===== src/rtl/seg_pkg.sv =====
//------------------------------------------------------------------------------
// seg_pkg : shared glyph constants and sizing helpers for the seven-segment
//           scan driver.
// Revision: 1.0
//------------------------------------------------------------------------------
`default_nettype none

package seg_pkg;

  localparam int SEG_W = 8;

  typedef logic [6:0] glyph_t;

  // Active-high a..g, bit 6 = a
  localparam glyph_t SEG_0   = 7'b1111110;
  localparam glyph_t SEG_1   = 7'b0110000;
  localparam glyph_t SEG_2   = 7'b1101101;
  localparam glyph_t SEG_3   = 7'b1111001;
  localparam glyph_t SEG_4   = 7'b0110011;
  localparam glyph_t SEG_5   = 7'b1011011;
  localparam glyph_t SEG_6   = 7'b1011111;
  localparam glyph_t SEG_7   = 7'b1110000;
  localparam glyph_t SEG_8   = 7'b1111111;
  localparam glyph_t SEG_9   = 7'b1111011;
  localparam glyph_t SEG_A   = 7'b1110111;
  localparam glyph_t SEG_B   = 7'b0011111;
  localparam glyph_t SEG_C   = 7'b1001110;
  localparam glyph_t SEG_D   = 7'b0111101;
  localparam glyph_t SEG_E   = 7'b1001111;
  localparam glyph_t SEG_F   = 7'b1000111;
  localparam glyph_t SEG_OFF = 7'b0000000;

  // Counter width that stays legal when the range collapses to one value
  function automatic int clog2_min1(input int v);
    return (v > 1) ? $clog2(v) : 1;
  endfunction

endpackage

`default_nettype wire


===== src/rtl/seg7_decode.sv =====
//------------------------------------------------------------------------------
// seg7_decode : nibble to active-high a..g glyph lookup.
//               Define SEG_HEX_EN to show A-F for nibbles 10-15.
// Revision: 1.0
//------------------------------------------------------------------------------
`default_nettype none

module seg7_decode
  import seg_pkg::*;
(
  input  logic [3:0] nib,
  output glyph_t     glyph
);

  always_comb begin
    glyph = SEG_OFF;
    case (nib)
      4'h0: glyph = SEG_0;
      4'h1: glyph = SEG_1;
      4'h2: glyph = SEG_2;
      4'h3: glyph = SEG_3;
      4'h4: glyph = SEG_4;
      4'h5: glyph = SEG_5;
      4'h6: glyph = SEG_6;
      4'h7: glyph = SEG_7;
      4'h8: glyph = SEG_8;
      4'h9: glyph = SEG_9;
`ifdef SEG_HEX_EN
      4'hA: glyph = SEG_A;
      4'hB: glyph = SEG_B;
      4'hC: glyph = SEG_C;
      4'hD: glyph = SEG_D;
      4'hE: glyph = SEG_E;
      4'hF: glyph = SEG_F;
`endif
      default: glyph = SEG_OFF;
    endcase
  end

endmodule

`default_nettype wire


===== src/rtl/seg_scan_driver.sv =====
//------------------------------------------------------------------------------
// seg_scan_driver : time-multiplexed common-anode seven-segment scanner with
//                   per-frame value snapshot and leading-zero blanking.
//                   Hex glyphs A-F enabled by defining SEG_HEX_EN.
// Revision: 1.0
//------------------------------------------------------------------------------
`default_nettype none

module seg_scan_driver
  import seg_pkg::*;
#(
  parameter int NDIG = 8,
  parameter int DIV  = 50000
) (
  input  logic              clk,
  input  logic              rst,
  input  logic              en,
  input  logic [4*NDIG-1:0] val,
  input  logic [NDIG-1:0]   dp,
  input  logic              blank_lz,
  output logic [SEG_W-1:0]  seg,
  output logic [NDIG-1:0]   an,
  output logic              frame_done
);

  localparam int CW = clog2_min1(DIV);
  localparam int IW = clog2_min1(NDIG);

  logic [CW-1:0]     r_cnt;
  logic [IW-1:0]     r_idx;
  logic [4*NDIG-1:0] r_sval;
  logic [NDIG-1:0]   r_sdp;
  logic              r_pend;

  logic              w_tick;
  logic              w_wrap;
  logic [3:0]        w_nib;
  logic              w_dp;
  logic              w_blank;
  logic              w_allz;
  glyph_t            w_glyph;
  glyph_t            w_glyph_show;
  logic [NDIG-1:0]   w_an_sel;

  assign w_tick = en && (r_cnt == CW'(DIV - 1));
  assign w_wrap = w_tick && (r_idx == IW'(NDIG - 1));

  // Walk from the most significant digit down so w_allz means "this digit
  // and everything to its left is zero" at the point the current index hits.
  always_comb begin
    w_nib   = 4'd0;
    w_dp    = 1'b0;
    w_blank = 1'b0;
    w_allz  = 1'b1;
    for (int i = NDIG - 1; i >= 0; i--) begin
      w_allz = w_allz && (r_sval[4*i +: 4] == 4'd0);
      if (r_idx == IW'(i)) begin
        w_nib   = r_sval[4*i +: 4];
        w_dp    = r_sdp[i];
        w_blank = blank_lz && (i != 0) && w_allz;
      end
    end
  end

  seg7_decode u_decode (
    .nib   (w_nib),
    .glyph (w_glyph)
  );

  assign w_glyph_show = w_blank ? SEG_OFF : w_glyph;
  assign w_an_sel     = NDIG'(1) << r_idx;

  always_ff @(posedge clk) begin
    if (rst) begin
      r_cnt      <= '0;
      r_idx      <= '0;
      r_sval     <= val;
      r_sdp      <= dp;
      r_pend     <= 1'b0;
      an         <= '1;
      seg        <= '1;
      frame_done <= 1'b0;
    end else begin
      if (en) begin
        r_cnt <= w_tick ? '0 : r_cnt + 1'b1;
        if (w_tick) begin
          r_idx <= w_wrap ? '0 : r_idx + 1'b1;
        end
      end
      if (w_wrap) begin
        r_sval <= val;
        r_sdp  <= dp;
      end
      // Pulse lines up with the output register returning to digit 0
      r_pend     <= w_wrap | (r_pend & ~en);
      frame_done <= en & r_pend;
      if (en) begin
        an  <= ~w_an_sel;
        seg <= ~{w_glyph_show, w_dp};
      end else begin
        an  <= '1;
        seg <= '1;
      end
    end
  end

endmodule

`default_nettype wire


===== config.mk =====
export PLATFORM = sky130hd
export DESIGN_NAME = seg_scan_driver
export DESIGN_NICKNAME = d
export VERILOG_FILES = /design/src/rtl/seg_pkg.sv /design/src/rtl/seg7_decode.sv /design/src/rtl/seg_scan_driver.sv
export SDC_FILE = /design/constraint.sdc
export NUM_CORES = 1
export LEC_CHECK = 0
export ABC_CLOCK_PERIOD_IN_PS = 7990
export CORE_MARGIN = 3
export CORE_UTILIZATION = 56
export DETAILED_ROUTE_END_ITERATION = 10
export MAX_ROUTING_LAYER = met4
export PLACE_DENSITY = 0.84
export SETUP_SLACK_MARGIN = 0.15
export SLEW_MARGIN = 40
export SYNTH_ARGS = -nofsm -noshare
export SYNTH_HDL_FRONTEND = slang
export SYNTH_SLANG_ARGS = --single-unit

===== constraint.sdc =====
create_clock -name clk -period 7.99 [get_ports clk]
set_input_delay 1.9975 -clock clk [delete_from_list [all_inputs] [get_ports clk]]
set_output_delay 1.9975 -clock clk [all_outputs]
set_load 0.02 [all_outputs]

==> impl_metrics.tcl, run 1 <==
set metrics [dict create \
    core-area_um2 5956 \
    critPathMaxFanout 40 \
    netlist_instances 323 \
    drt-initial-drc-count 294 \
    final_cell_mix "clkdlybuf4s50_1, edfxtp_1, dfxtp_1, nor2_1, nand2_1" \
    synth_edf_count 40 \
    start_util_pct 58.17 \
    skew_ns 0.009530 \
    detail-route-antenna-nets 0 \
    tightestPinTransition_ns 0.7575 \
    portBuffers 60 \
    cp-start-kind "input port" \
    antenna_found_initial 0 \
    first_global_vias 2701 \
    synth_top_area_share_pct 34.67 \
    post_dp_cell_area_um2 4093 \
    fmax_mhz 253.3 \
    dr.pass1.iters 5 \
    hold_depth 1 \
    grtUsageTotal_pct 23.23 \
    r2r_start "r_idx[2]" \
    num_vias 2669 \
    synth-seq-cells 77 \
    arrival_ns 3.94 \
    fin_crit_sh_pct 49.41 \
    max_cap_viol_count 0 \
    setup_tns_ns 0 \
    drt_wl_total_mm 7.570 \
    cp-end-kind "flop" \
    drv_slew 0 \
    critical_path_class "input port to flop" \
    die_y_um 84.66 \
    min-delay-start "r_sdp[0]" \
    vias_per_cell 5.840 \
    synth_warnings 0 \
    synth_area_leaders "edfxtp_1, dfxtp_1, ha_1, xor2_1, nand2_1" \
    synth_nets 379 \
    mostFrequentLayoutCell "clkdlybuf4s50_1" \
    cts_tree "yes" \
    cp.required_ns 7.98 \
    drcViolationCount 0 \
    hold_viol_final 0 \
    diodes 0 \
    grt_pass1_wl_mm 12.66 \
    whs_endpoint "seg[0]" \
    synth.avg_cell_area_um2 10.73 \
    hold_buffers 0 \
    cts_buffers 9 \
    die-area_um2 7166 \
    cts_resized 0 \
    hpwl_mm 5.488 \
    reg2reg_slack_ns 4.33 \
    power_density_nw_per_um2 185.4 \
    grt_max_degree 41 \
    area_growth_pct 24.12 \
    ys_seq_area_share_pct 56.05 \
    clkLatencyLatePin_ns 0.35 \
    drive_gt1_share_pct 7.068 \
    synth-main-ff-cell "edfxtp_1" \
    leakage_nw 1.548 \
    status "completed" \
    fillers 453 \
    ir_drop_v 0.0001453 \
    final_cell_area_um2 4300 \
    ys_types 56 \
    core.rowCount 28 \
    place_congestion 0.9685 \
    avgRoutedWirePerCell_um 16.56 \
    ios 61 \
    worst_hold_path_type "flop to flop" \
    clk_path_buf_depth 2 \
    clkSinkCount 77 \
    r2r-end "seg[7]" \
    syn_area_um2 3465 \
    async_flop_share_pct 0 \
    die_x_um 84.66 \
    rsz0062_at_grt "no" \
    period_minus_slack_ns 3.948 \
    cts_setup_buffers 0 \
    root_buffer "clkbuf_8" \
    reg2reg_depth 10 \
    finalSetupViolCount 0 \
    clkTransAtPathRegs_ns 0.08 \
    nNetsFinal 433 \
    relSlewSlack_pct 49.43 \
    synth_area_leader_cell "edfxtp_1" \
    grt_overflow_total 0 \
    htreeDepth 3 \
]
-- metal layers --
layer	up-vias	routed length, um	global-route usage, %
met5	-	0	-
met4	0	158	9.353
met2	106	3816	37.30
met1	1260	3117	27.05
li1	1280	-	-
met3	23	477	7.458
-- sequential cells by signal (all words and copies together) (netlist names) --
register,flops
seg,8
r_idx,3
r_cnt,16
r_sdp,8
r_pend,1
r_sval,32
frame_done,1
an,8
-- kinds of logic (layout without fill, tap and decap cells) --
kind of cell | after synthesis | count (layout) | share of synthesized area (%)
AO/OA/AOI/OAI | 61 | 61 | 11.81
XOR/XNOR | 15 | 15 | 3.792
adder cells (fa/ha/maj) | 12 | 12 | 4.334
buffers and inverters | 27 | 86 | 3.214
flip-flops | 77 | 77 | 56.05
multiplexers | 4 | 4 | 1.192
AND/OR/NAND/NOR | 127 | 127 | 19.61
-- where the power goes --
group,leakage [nW],switching [mW],total [mW],internal [mW]
Clock,0.0918,0.144,0.289,0.145
Sequential,0.692,0.0111,0.449,0.438
Combinational,0.764,0.0259,0.0595,0.0336
Total,1.55,0.181,0.797,0.616
-- synthesized netlist by cell type, drive strengths merged, types with 6 or more instances --
cell     n
nand4    6
nand2b   7
a21oi   13
nand2   27
nor2    27
nand3b   6
edfxtp  40
o21ai   15
inv      9
nor3b    6
buf      8
nor2b    8
dfxtp   37
ha      12
xor2    14
nand3   12
nor3     6
clkbuf   9
-- critical path, cell delays in order --
cell and delay [ns]:
clkdlybuf4s50_1 0.67, nand2_1 0.08, nor2_1 0.17, and4_1 0.38, nand2_1 0.16, nand2b_4 0.45
-- worst max-delay path by stage --
stage                  to  from  slack, ns
3_5_place_dp    r_sval[7]    en       3.70
2_1_floorplan    r_sdp[0]    en       3.97
6_report       r_sval[28]    en       4.04
4_1_cts         r_sval[0]    en       4.06
5_1_grt        r_sval[10]    en       3.81
3_3_place_gp    r_sval[0]    en       3.58
-- layout make-up --
| type | instances | area [um2] | area share [%] |
|---|---|---|---|
| clock buffers | 9 | 123.9 | 2.880 |
| clock inverters | 7 | 75.07 | 1.746 |
| inverters | 10 | 37.54 | 0.8729 |
| multi-input cells | 219 | 1428 | 33.20 |
| flip-flops and latches | 77 | 1942 | 45.16 |
| well taps | 75 | 93.84 | 2.182 |
| repair buffers | 60 | 600.6 | 13.97 |
-- metrics by stage --
stage | utilization, % | worst slack [ns] | hold slack, ns | instances | total power, mW
floorplan | - | 3.973 | 0.4309 | 323 | 0.4811
finish | 72.21 | 4.042 | 0.4629 | 457 | 0.7973
detailed placement | 68.72 | 3.700 | 0.4540 | 441 | 0.5164
global route | 72.21 | 3.812 | 0.4980 | 457 | 0.8314
CTS | 72.06 | 4.065 | 0.4669 | 457 | 0.8033
global placement | 68.63 | 3.578 | 0.4499 | 441 | 0.5139
Power figures use the tool's default switching activity.
==> run 2: changes to the inputs <==
--- a/config.mk
+++ b/config.mk
@@ -5,12 +5,12 @@
 export SDC_FILE = /design/constraint.sdc
 export NUM_CORES = 1
 export LEC_CHECK = 0
-export ABC_CLOCK_PERIOD_IN_PS = 7990
+export ABC_CLOCK_PERIOD_IN_PS = 3800
 export CORE_MARGIN = 3
-export CORE_UTILIZATION = 56
+export CORE_UTILIZATION = 52
 export DETAILED_ROUTE_END_ITERATION = 10
 export MAX_ROUTING_LAYER = met4
-export PLACE_DENSITY = 0.84
+export PLACE_DENSITY = 0.79
 export SETUP_SLACK_MARGIN = 0.15
 export SLEW_MARGIN = 40
 export SYNTH_ARGS = -nofsm -noshare
==> constraint.sdc (replaced) <==
create_clock -name clk -period 3.8 [get_ports clk]
set_input_delay 0.95 -clock clk [delete_from_list [all_inputs] [get_ports clk]]
set_output_delay 0.95 -clock clk [all_outputs]
set_load 0.02 [all_outputs]
==> run 2 against run 1 <==
Sequential share of layout area shrank 0.34 points; first-iteration DRC count shrank 47%; clock power grew 100%; non-clock buffer count grew 5; via count shrank 0.97%; global-route usage shrank 2.2 points; sequential power grew 110%; hold slack gained 0.0038 ns.
==> impl_metrics.tcl, run 2 (synthesis gave the netlist of run 1 again) <==
set metrics [dict create \
    r2r-end "seg[4]" \
    drt_wl_total_mm 7.289 \
    status "completed" \
    start_util_pct 54.25 \
    cp-start-kind "flop" \
    worst_hold_path_type "flop to flop" \
    reg2reg_depth 10 \
    hold_buffers 0 \
    period_minus_slack_ns 3.134 \
    avgRoutedWirePerCell_um 15.71 \
    cp-end-kind "flop" \
    reg_top3 "r_sval (32), r_cnt (16)" \
    die_x_um 87.63 \
    grtUsageTotal_pct 21.02 \
    startpoint "r_idx[0]" \
    r2r_start "r_idx[0]" \
    cp.required_ns 4.01 \
    regMostFlops "r_sval" \
    leakage_nw 1.579 \
    endpoint "seg[4]" \
    drv_slew 0 \
    place_congestion 0.8710 \
    clk_path_buf_depth 2 \
    final_cell_mix "clkdlybuf4s50_1, edfxtp_1, dfxtp_1, nor2_1, nand2_1" \
    antenna_found_initial 0 \
    grt_max_degree 34 \
    finalSetupViolCount 0 \
    setup_tns_ns 0 \
    power_density_nw_per_um2 383.4 \
    nNetsFinal 438 \
    dr.pass1.iters 5 \
    die_y_um 87.63 \
    die-area_um2 7678 \
    area_growth_pct 25.06 \
    cts_buffers 9 \
    htreeDepth 3 \
    fmax_mhz 319.0 \
    cts_tree "yes" \
    hpwl_mm 5.309 \
    grt_pass1_wl_mm 12.03 \
    mostFrequentLayoutCell "clkdlybuf4s50_1" \
    rsz0062_at_grt "no" \
    ir_drop_v 0.0002647 \
    drt-initial-drc-count 157 \
    num_vias 2643 \
    min-delay-start "r_sdp[0]" \
    portBuffers 60 \
    clkLatencyLatePin_ns 0.34 \
    tightestPinTransition_ns 0.6527 \
    max_cap_viol_count 0 \
    drive_gt1_share_pct 7.752 \
    skew_ns 0.006291 \
    post-place-cells 448 \
    drcViolationCount 0 \
    clkTransAtPathRegs_ns 0.08 \
    root_buffer "clkbuf_8" \
    first_global_vias 2585 \
    reg2reg_slack_ns 0.67 \
    critPathMaxFanout 16 \
    vias_per_cell 5.696 \
    ios 61 \
    post_dp_cell_area_um2 4140 \
    relSlewSlack_pct 56.49 \
    largest_reg_flops 32 \
    arrival_ns 3.35 \
    critical_path_class "flop to flop" \
    grt_overflow_total 0 \
    final_cell_area_um2 4333 \
    hold_viol_final 0 \
    cts_setup_buffers 0 \
    cts_resized 0 \
    detail-route-antenna-nets 0 \
    clkSinkCount 77 \
    core.rowCount 29 \
    core-area_um2 6386 \
    final_core_util_pct 67.85 \
    fin_crit_sh_pct 82.49 \
    diodes 0 \
    final_cells 464 \
]
run 2: worst min path at each step:
stage	end	slack [ns]	cells after the start
floorplan	frame_done	0.43	1
global placement	seg[0]	0.45	1
detailed placement	frame_done	0.46	1
CTS	seg[0]	0.47	1
global route	seg[0]	0.48	1
finish	seg[0]	0.47	1
run 2: cell type report:
class / count / area, um2
fillers: 501 / 2053
flip-flops and latches: 77 / 1942
multi-input cells: 219 / 1414
repair buffers: 65 / 650.6
clock buffers: 11 / 162.7
well taps: 77 / 96.34
inverters: 10 / 37.54
clock inverters: 5 / 30.03
run 2: routing by layer:
metal	vias up	wire length, um	GRT usage (%)
li1	1292	-	-
met1	1219	3200	27.09
met2	114	3401	32.12
met3	18	531	5.268
met4	0	155	7.671
met5	-	0	-
run 2: critical path: stages, from the launching register on:
cell and delay [ns]:
dfxtp_1 0.34, inv_1 0.12, ha_1 0.53, nor2b_1 0.52
nand2_1 0.12, a22oi_1 0.47, inv_1 0.17, ha_1 0.22
a21boi_0 0.13, a221oi_1 0.27, o21ai_0 0.11
run 2: metrics by stage:
stage,worst slack [ns],power (mW),hold WS (ns)
5_1_grt,0.2422,1.726,0.4838
2_1_floorplan,0.8300,1.012,0.4309
3_5_place_dp,0.6829,1.091,0.4575
6_report,0.6655,1.661,0.4667
4_1_cts,0.7100,1.672,0.4682
3_3_place_gp,0.7046,1.088,0.4520
run 2: power breakdown:
part           total [mW]  switching [mW]  internal, mW
Clock               0.589           0.295         0.293
Combinational       0.131          0.0560        0.0747
Sequential          0.942          0.0224         0.920
==> run 3: changes to the inputs <==
--- a/config.mk
+++ b/config.mk
@@ -5,7 +5,7 @@
 export SDC_FILE = /design/constraint.sdc
 export NUM_CORES = 1
 export LEC_CHECK = 0
-export ABC_CLOCK_PERIOD_IN_PS = 3800
+export ABC_CLOCK_PERIOD_IN_PS = 3230
 export CORE_MARGIN = 3
 export CORE_UTILIZATION = 52
 export DETAILED_ROUTE_END_ITERATION = 10
==> constraint.sdc (replaced) <==
create_clock -name clk -period 3.23 [get_ports clk]
set_input_delay 0.8075 -clock clk [delete_from_list [all_inputs] [get_ports clk]]
set_output_delay 0.8075 -clock clk [all_outputs]
set_load 0.02 [all_outputs]
==> run 3 against run 2 <==
Total power rose by 18%; clock power grew 17%; critical path depth unchanged; routed wire length is 3.0% higher; sequential share of layout area down 0.66 points; first-iteration DRC count is 41% higher; final cell count up 1.7%; fmax rose by 15%; global-route usage grew 0.26 points; sequential power increased by 18%; count of clock-buffer cells in the layout decreased by 1; largest power group unchanged.
==> impl_metrics.tcl, run 3 (synthesis gave the netlist of run 1 again) <==
set metrics [dict create \
    whs_endpoint "r_pend" \
    arrival_ns 2.94 \
    wl_met2_mm 3.633 \
    hold_depth 2 \
    clkTransAtPathRegs_ns 0.08 \
    fin_crit_sh_pct 84.34 \
    status "completed" \
    area_growth_pct 26.94 \
    cts_setup_buffers 0 \
    critical_path.cell_chain "ha_1 -> ha_1 -> buf_4 -> a211oi_1 -> a22oi_1 -> inv_1 -> ha_1 -> a21boi_0 -> a221oi_1 -> o21ai_0" \
    top_layer_used "met4" \
    core-area_um2 6386 \
    die-area_um2 7678 \
    rsz0062_at_grt "no" \
    setup_tns_ns 0 \
    regMostFlops "r_sval" \
    ir_drop_v 0.0004119 \
    leakage_nw 1.606 \
    drt_wl_total_mm 7.506 \
    power.switching_uw 431.6 \
    place_congestion 0.9083 \
    clkSinkCount 77 \
    cts_resized 0 \
    p_comb_share_pct 7.9 \
    clkLatencyLatePin_ns 0.35 \
    grt_max_degree 30 \
    holdWs_ns 0.4718 \
    mostFrequentLayoutCell "clkdlybuf4s50_1" \
    r2r_start "r_idx[0]" \
    p_int_mw 1.528 \
    post-place-ws_ns 0.3633 \
    p_sw_share_pct 22.03 \
    drv_slew 0 \
    critical_path_class "flop to flop" \
    power_density_nw_per_um2 445.5 \
    fillers 487 \
    cp-end-kind "flop" \
    drive_gt1_share_pct 9.620 \
    cts_tree "yes" \
    max_cap_viol_count 0 \
    hpwl_mm 5.510 \
    ios 61 \
    drcViolationCount 0 \
    root_buffer "clkbuf_8" \
    hold_buffers 0 \
    wl_met3_um 611 \
    path_buf_inv 2 \
    grt_pass1_wl_mm 12.12 \
    path_delay_family "compound AO/OA/AOI/OAI gates" \
    slowest_delay_ns 0.46 \
    reg_top3 "r_sval (32), r_cnt (16)" \
    layout_setup_ws_ns 0.5060 \
    min-delay-start "r_pend" \
    reg2reg_depth 10 \
    drt-initial-drc-count 221 \
    period_minus_slack_ns 2.724 \
    power.share.sequential_pct 56.7 \
    die_x_um 87.63 \
    largest_reg_flops 32 \
    cts_buffers 9 \
    reg2reg_slack_ns 0.51 \
    skew_ns 0.01218 \
    detail-route-antenna-nets 0 \
    final_cell_mix "clkdlybuf4s50_1, edfxtp_1, dfxtp_1, nor2_1, nand2_1" \
    post_dp_cell_area_um2 4200 \
    core.rowCount 29 \
    antenna_found_initial 0 \
    nNetsFinal 446 \
    avgRoutedWirePerCell_um 15.90 \
    hold_viol_final 0 \
    vias_per_cell 5.706 \
    clk_path_buf_depth 2 \
    cp-start-kind "flop" \
    dr.pass1.iters 6 \
    die_y_um 87.63 \
    portBuffers 60 \
    diodes 0 \
    post-place-cells 456 \
    finalSetupViolCount 0 \
    final_cells 472 \
    tightestPinTransition_ns 0.5167 \
    start_util_pct 54.25 \
    grt_overflow_total 0 \
    p_clk_share_pct 35.3 \
    relSlewSlack_pct 65.55 \
    worst_path_max_delay_cell "a22oi_1" \
    final_cell_area_um2 4398 \
    fmax_mhz 367.1 \
    worst_hold_path_type "flop to flop" \
    htreeDepth 3 \
    num_vias 2693 \
    crit_top_cell "ha_1" \
    r2r-end "seg[4]" \
    cp.required_ns 3.44 \
    grtUsageTotal_pct 21.27 \
    critPathMaxFanout 11 \
    first_global_vias 2602 \
    wl_met1_mm 3.056 \
]
-- run 3: worst max-delay path by stage --
stage             start  endpoint  slack (ns)  cells past startpoint
2_1_floorplan        en  r_sdp[0]        0.40                      6
3_3_place_gp   r_idx[1]    seg[4]        0.46                      9
3_5_place_dp   r_idx[1]    seg[4]        0.36                     11
4_1_cts        r_idx[1]    seg[4]        0.34                     11
5_1_grt        r_idx[1]    seg[4]        0.15                     10
6_report       r_idx[0]    seg[4]        0.51                     10
-- run 3: per-layer routing --
| layer | global-route usage (%) | vias to the layer above |
|---|---|---|
| met3 | 6.397 | 32 |
| met4 | 8.089 | 0 |
| li1 | - | 1307 |
| met2 | 33.90 | 117 |
| met5 | - | - |
| met1 | 25.39 | 1237 |
-- run 3: area by class of cell --
cell class,count,area (um2),area share [%]
Clock buffer,10,127.6,2.902
Timing Repair Buffer,73,710.7,16.16
Sequential cell,77,1942,44.15
Inverter,10,37.54,0.8535
Multi-Input combinational cell,219,1421,32.32
Tap cell,77,96.34,2.191
Clock inverter,6,62.56,1.422
-- run 3: worst min-delay path, stage by stage (launching register included) --
cell	delay, ns
dfxtp_1	0.31
nand2b_1	0.06
a21oi_1	0.06
-- run 3: metrics by stage --
step | util [%] | power, mW
after detailed placement | 65.77 | 1.287
after global routing | 68.87 | 2.039
final | 68.87 | 1.959
after global placement | 65.77 | 1.284
after floorplan | - | 1.190
after CTS | 68.75 | 1.983
-- run 3: power groups by stage --
| stage | clock network, mW | logic (mW) | registers (mW) |
|---|---|---|---|
| after floorplan | 0 | 0.0607 | 1.13 |
| after global placement | 0 | 0.152 | 1.13 |
| after detailed placement | 0 | 0.156 | 1.13 |
| after CTS | 0.715 | 0.156 | 1.11 |
| after global routing | 0.754 | 0.170 | 1.12 |
| final | 0.692 | 0.155 | 1.11 |
